--- src/rtl/load_store_unit_pkg.sv ---
// Shared funct3 encodings, FSM state type and the request fault rule
// for the load/store unit.
package lsu_pkg;

  localparam logic [2:0] F3_B  = 3'b000;
  localparam logic [2:0] F3_H  = 3'b001;
  localparam logic [2:0] F3_W  = 3'b010;
  localparam logic [2:0] F3_BU = 3'b100;
  localparam logic [2:0] F3_HU = 3'b101;

  typedef enum logic {
    IDLE      = 1'b0,
    RMW_WRITE = 1'b1
  } lsu_state_t;

  // Unsigned widths exist only for loads, so BU/HU stores are illegal.
  function automatic logic lsu_fault(input logic store, input logic [2:0] f3,
                                     input logic [1:0] off);
    case (f3)
      F3_B:    lsu_fault = 1'b0;
      F3_H:    lsu_fault = off[0];
      F3_W:    lsu_fault = (off != 2'b00);
      F3_BU:   lsu_fault = store;
      F3_HU:   lsu_fault = store | off[0];
      default: lsu_fault = 1'b1;
    endcase
  endfunction

endpackage

--- src/rtl/load_store_unit_if.sv ---
// Request/response and data-memory signals of the load/store unit.
interface load_store_unit_if;
  logic        req_valid;
  logic        req_ready;
  logic        req_store;
  logic [2:0]  req_funct3;
  logic [31:0] req_addr;
  logic [31:0] req_wdata;
  logic        resp_valid;
  logic [31:0] resp_rdata;
  logic        resp_fault;
  logic [29:0] mem_addr;
  logic        mem_we;
  logic [31:0] mem_wd;
  logic [31:0] mem_rd;

  modport master (
    output req_valid, req_store, req_funct3, req_addr, req_wdata, mem_rd,
    input  req_ready, resp_valid, resp_rdata, resp_fault, mem_addr, mem_we, mem_wd
  );

  modport slave (
    input  req_valid, req_store, req_funct3, req_addr, req_wdata, mem_rd,
    output req_ready, resp_valid, resp_rdata, resp_fault, mem_addr, mem_we, mem_wd
  );
endinterface

--- src/rtl/lsu_load_align.sv ---
// Load lane select and sign/zero extension of a memory read word.
module lsu_load_align
  import lsu_pkg::*;
(
  input  logic [31:0] rd,
  input  logic [1:0]  off,
  input  logic [2:0]  funct3,
  output logic [31:0] data
);

  logic [7:0]  lane_b;
  logic [15:0] lane_h;

  always_comb begin
    lane_b = rd[{off, 3'b000} +: 8];
    lane_h = off[1] ? rd[31:16] : rd[15:0];
    case (funct3)
      F3_B:    data = {{24{lane_b[7]}}, lane_b};
      F3_BU:   data = {24'h0, lane_b};
      F3_H:    data = {{16{lane_h[15]}}, lane_h};
      F3_HU:   data = {16'h0, lane_h};
      default: data = rd;
    endcase
  end

endmodule

--- src/rtl/load_store_unit.sv ---
// Single-port load/store unit: 1-cycle loads and SW, 2-cycle read-modify-write
// for SB/SH. States: IDLE = accept requests | RMW_WRITE = write merged word.
module load_store_unit
  import lsu_pkg::*;
(
  input logic             clk,
  input logic             reset,
  load_store_unit_if.slave bus
);

  lsu_state_t  state;
  logic [29:0] waddr_q;
  logic [31:0] merge_q;
  logic [31:0] merged;
  logic [31:0] load_data;
  logic [1:0]  off;
  logic        accept;
  logic        fault;
  logic        is_sw;

  assign off    = bus.req_addr[1:0];
  assign fault  = lsu_fault(bus.req_store, bus.req_funct3, off);
  assign accept = bus.req_valid & bus.req_ready;
  assign is_sw  = bus.req_store & (bus.req_funct3 == F3_W);

  assign bus.req_ready = (state == IDLE) & ~reset;
  assign bus.mem_addr  = (state == RMW_WRITE) ? waddr_q : bus.req_addr[31:2];
  assign bus.mem_wd    = (state == RMW_WRITE) ? merge_q : bus.req_wdata;
  // Reset kills a pending RMW write in the same cycle it is asserted.
  assign bus.mem_we    = ~reset & ((state == RMW_WRITE) | (accept & ~fault & is_sw));

  lsu_load_align u_align (
    .rd     (bus.mem_rd),
    .off    (off),
    .funct3 (bus.req_funct3),
    .data   (load_data)
  );

  always_comb begin
    merged = bus.mem_rd;
    if (bus.req_funct3 == F3_B)
      merged[{off, 3'b000} +: 8] = bus.req_wdata[7:0];
    else if (off[1])
      merged[31:16] = bus.req_wdata[15:0];
    else
      merged[15:0] = bus.req_wdata[15:0];
  end

  always_ff @(posedge clk) begin
    if (reset) begin
      state          <= IDLE;
      waddr_q        <= '0;
      merge_q        <= '0;
      bus.resp_valid <= 1'b0;
      bus.resp_fault <= 1'b0;
      bus.resp_rdata <= '0;
    end else begin
      bus.resp_valid <= 1'b0;
      bus.resp_fault <= 1'b0;
      bus.resp_rdata <= '0;
      case (state)
        IDLE: begin
          if (accept) begin
            if (fault) begin
              bus.resp_valid <= 1'b1;
              bus.resp_fault <= 1'b1;
            end else if (!bus.req_store) begin
              bus.resp_valid <= 1'b1;
              bus.resp_rdata <= load_data;
            end else if (is_sw) begin
              bus.resp_valid <= 1'b1;
            end else begin
              waddr_q <= bus.req_addr[31:2];
              merge_q <= merged;
              state   <= RMW_WRITE;
            end
          end
        end
        RMW_WRITE: begin
          bus.resp_valid <= 1'b1;
          state          <= IDLE;
        end
        default: state <= IDLE;
      endcase
    end
  end

endmodule

--- src/flat_wrapper.sv ---
// flat-port wrapper written by rule: the top's interface ports become plain ports
module load_store_unit_flat import lsu_pkg::*;
  (clk, reset, bus_req_valid, bus_req_store, bus_req_funct3, bus_req_addr, bus_req_wdata, bus_mem_rd, bus_req_ready, bus_resp_valid, bus_resp_rdata, bus_resp_fault, bus_mem_addr, bus_mem_we, bus_mem_wd);
  load_store_unit_if bus_i ();
  input logic clk;
  input logic reset;
  input wire logic [$bits(bus_i.req_valid)-1:0] bus_req_valid;
  input wire logic [$bits(bus_i.req_store)-1:0] bus_req_store;
  input wire logic [$bits(bus_i.req_funct3)-1:0] bus_req_funct3;
  input wire logic [$bits(bus_i.req_addr)-1:0] bus_req_addr;
  input wire logic [$bits(bus_i.req_wdata)-1:0] bus_req_wdata;
  input wire logic [$bits(bus_i.mem_rd)-1:0] bus_mem_rd;
  output wire logic [$bits(bus_i.req_ready)-1:0] bus_req_ready;
  output wire logic [$bits(bus_i.resp_valid)-1:0] bus_resp_valid;
  output wire logic [$bits(bus_i.resp_rdata)-1:0] bus_resp_rdata;
  output wire logic [$bits(bus_i.resp_fault)-1:0] bus_resp_fault;
  output wire logic [$bits(bus_i.mem_addr)-1:0] bus_mem_addr;
  output wire logic [$bits(bus_i.mem_we)-1:0] bus_mem_we;
  output wire logic [$bits(bus_i.mem_wd)-1:0] bus_mem_wd;
  assign bus_i.req_valid = bus_req_valid;
  assign bus_i.req_store = bus_req_store;
  assign bus_i.req_funct3 = bus_req_funct3;
  assign bus_i.req_addr = bus_req_addr;
  assign bus_i.req_wdata = bus_req_wdata;
  assign bus_i.mem_rd = bus_mem_rd;
  assign bus_req_ready = bus_i.req_ready;
  assign bus_resp_valid = bus_i.resp_valid;
  assign bus_resp_rdata = bus_i.resp_rdata;
  assign bus_resp_fault = bus_i.resp_fault;
  assign bus_mem_addr = bus_i.mem_addr;
  assign bus_mem_we = bus_i.mem_we;
  assign bus_mem_wd = bus_i.mem_wd;
  load_store_unit u_core (.clk(clk), .reset(reset), .bus(bus_i));
endmodule
--- config.mk ---
export PLATFORM = sky130hd
export DESIGN_NAME = load_store_unit_flat
export DESIGN_NICKNAME = d
export VERILOG_FILES = /design/src/rtl/load_store_unit_pkg.sv /design/src/rtl/load_store_unit_if.sv /design/src/rtl/lsu_load_align.sv /design/src/rtl/load_store_unit.sv /design/src/flat_wrapper.sv
export SDC_FILE = /design/constraint.sdc
export NUM_CORES = 1
export LEC_CHECK = 0
export BUFFER_PORTS_ARGS = -buffer_cell sky130_fd_sc_hd__buf_4
export CORE_UTILIZATION = 35
export DETAILED_ROUTE_END_ITERATION = 10
export GPL_ROUTABILITY_DRIVEN = 1
export GPL_TIMING_DRIVEN = 0
export HOLD_SLACK_MARGIN = 0.15
export PLACE_DENSITY = 0.65
export SYNTH_ARGS = -nofsm -noshare
export SYNTH_HDL_FRONTEND = slang
export SYNTH_HIERARCHICAL = 1
export SYNTH_SLANG_ARGS = --single-unit
--- constraint.sdc ---
create_clock -name clk -period 6.1 [get_ports clk]
set_input_delay 0.61 -clock clk [delete_from_list [all_inputs] [get_ports clk]]
set_output_delay 0.61 -clock clk [all_outputs]
set_load 0.02 [all_outputs]
==> impl_results.md <==
* Worst path most repeated cell: clkbuf_1
* Row cnt at between 40 and 50
* Cell variety after synth at 52
* CTS root buf: clkbuf_16
* Total congestion overflow at 0
* Pins Over Slew Limit at 0
* Share of cells above drive strength 1 at 40.7%
* Final worst clock skew at roughly 0.011 ns
* Highest Clock Rate at ~0.33 GHz
* Via density at roughly 5.5
* PostCTS Resize Cnt at 0
* Synth Cell Area at 5390 um^2
* Largest stage delay, worst path at 0.67 ns
* Min-delay worst type: reg -> reg
* TritonCTS clock tree: built
* TritonCTS Buffers at 9
* Initial Util at a little over a third
* Setup crit end kind: output port
* Clk_lat worst skew at 0.36 ns
* Drt drc at 0
* Die height at 126 um
* DRT iter0 DRCs at 320
* Commonest non-fill, non-tap cell in the layout: buf_4
* I/O pin cnt at between 200 and 250
* Setup CP Type: reg -> out
* CTS sink cnt at 97
* Core area at about 15000 um^2
* N_diodes at 0
* Post-CTS Hold Buffers at 0
* Max-cap violation count at 0
* Setup Viol. Count Final at 0
* Cells after synthesis at approximately 580
* Die area at approximately 16000 um^2
* Pre-Repair DR Iteration Count at 5
* Slew @ Worst Pin at 0.807 ns
* DR WL/cell at roughly 19 um
* Number of flops mapped to enable cells by yosys at 0
* RSZ-0062 raised after global routing: false
* Largest net degree at the start of global routing at 17
* Setup TNS at 0 ns
* Initial antenna violation count at 0
* Top FF cell, synth: dfxtp_1
* Max transition margin at 46.2%
* Startpoint Class: flop
* Crit path cell chain: clkbuf_1 > clkbuf_1 > inv_1 > o41a_1 > nor2_1 > buf_4
* Clock Path Buffers at 2
* Postcts setup bufs at 0
* Seq/Total Area, Yosys at 36.0%
* Die X at 126 um
* Post-layout minimum cycle time at 3.00 ns
* Ys Warns at 6
* Vias in the first global route at approximately 5400
* Peak VDD IR at 0.154 mV
* Mapped Nets at between 600 and 700
* Cell Pwr Density at 210 nW/um^2
* First-pass GRT wire length at 29400 um
* ANT nets after route at 0
* Area growth syn-to-layout at 38.0%
* Final HPWL DP at 14700 um
* Overall routed net length at roughly 19000 um
* Tcrit/Tclk final at ~50%
* Fin cells at 976
* Status: complete, no violations
* Required time of the critical path at 5.49 ns
* Vias after detailed routing at between 5000 and 6000
* H-tree depth at 3
* Final nets at just under 900
* Most frequent cells in the layout: buf_4 (207), dfxtp_1 (97), nand2_1 (83)
* Placed Cells at 960
* Gp weighted congestion at 0.906
* Critical Path AT at 2.39 ns
* Worst path slowest cell: clkbuf_1
* Average cell area after synthesis at approximately 9.4 um^2
* Final hold viol count at 0
* Ys async rst share at 0%
* CTS clk-pin slew, worst paths at 0.07 ns
* Port Buf Inserts at 200
* GRT Util Overall at a little under a quarter
* Post-synthesis register bit count at between 90 and 100
* Crit-path max FO at 10
* Leakage at 3.10 nW
## cells in the mapped netlist, types with 5 or more instances
cell type	instances	area share [%]
nor3b_1	6	0.84
inv_1	6	0.42
a221oi_1	24	3.9
nand2_1	83	5.8
nor2b_1	10	1.2
nor2_1	14	0.98
a2bb2oi_2	14	3.9
mux2i_1	23	4.3
a211o_1	16	2.6
a21oi_1	55	5.1
dfxtp_1	97	36
and2_1	33	3.8
and3_1	6	0.70
buf_2	5	0.46
o221ai_1	5	0.81
a221o_1	14	2.6
a2bb2oi_1	6	0.98
clkbuf_1	29	2.0
buf_4	7	0.98
nor3_1	11	1.0
mux2_2	66	14
## per-stage QoR
stage	total power [mW]	util [%]	hold slack, ns	worst slack [ns]	cell area (um^2)
2_1_floorplan	0.825	-	0.428	3.50	5390
3_3_place_gp	0.972	48.3	0.439	3.21	7120
3_5_place_dp	0.977	48.3	0.443	3.16	7120
4_1_cts	1.57	50.4	0.453	3.04	7440
5_1_grt	1.62	50.4	0.471	2.91	7440
6_report	1.56	50.4	0.452	3.10	7440
## critical path, delay by kind of cell, from the launching register on
kind | cells | cell delay [ns]
buf+inv | 4 | 1.41
simple gates | 1 | 0.10
compound gates | 1 | 0.16
flops | 1 | 0.35
## sequential cells by signal (all words and copies together) (netlist names)
signal,count
u_core/bus.resp_rdata,32
u_core/merge_q,32
u_core/waddr_q,30
u_core/bus.resp_fault,1
u_core/bus.resp_valid,1
u_core/state,1
## metal layers
layer	track usage [%]	part of all wire, %	vias to the layer above
li1	-	-	2540
met1	29.4	42	2550
met2	40.4	48	257
met3	5.65	8.4	29
met4	9.21	2.3	0
met5	0	0	-
## layout make-up
class | instances | area (um^2)
Buffer | 48 | 243
Clock buffer | 13 | 270
Clock inverter | 3 | 46.3
Fill cell | 1391 | 7320
Inverter | 8 | 31.3
Multi-Input combinational cell | 423 | 3170
Sequential cell | 97 | 1940
Tap cell | 184 | 230
Timing Repair Buffer | 200 | 1500
## worst paths after layout
kind / from / end / slack (ns) / cells after the start
setup / recovery: u_core/state$_SDFF_PP0_ / bus_mem_we / 3.10 / 6
hold / removal: u_core/merge_q[12]$_SDFFE_PP0P_ / u_core/merge_q[12]$_SDFFE_PP0P_ / 0.45 / 2
setup reg to reg: u_core/state$_SDFF_PP0_ / u_core/merge_q[7]$_SDFFE_PP0P_ / 3.93 / 6
hold reg to reg: u_core/merge_q[12]$_SDFFE_PP0P_ / u_core/merge_q[12]$_SDFFE_PP0P_ / 0.45 / 2
## kinds of logic after synthesis
group / count (synthesis) / synth area share [%]
AND/OR/NAND/NOR: 178 / 16.5
AO/OA/AOI/OAI: 151 / 23.1
flip-flops: 97 / 36.0
multiplexers: 90 / 18.3
buffers and inverters: 56 / 5.08
adder cells (fa/ha/maj): 4 / 0.929
## power breakdown
group | internal (mW) | leakage, nW | total, mW | switching, mW
registers | 0.642 | 0.783 | 0.645 | 0.00376
clock network | 0.353 | 0.152 | 0.598 | 0.245
logic | 0.151 | 2.17 | 0.319 | 0.167
Power figures use the tool's default switching activity.
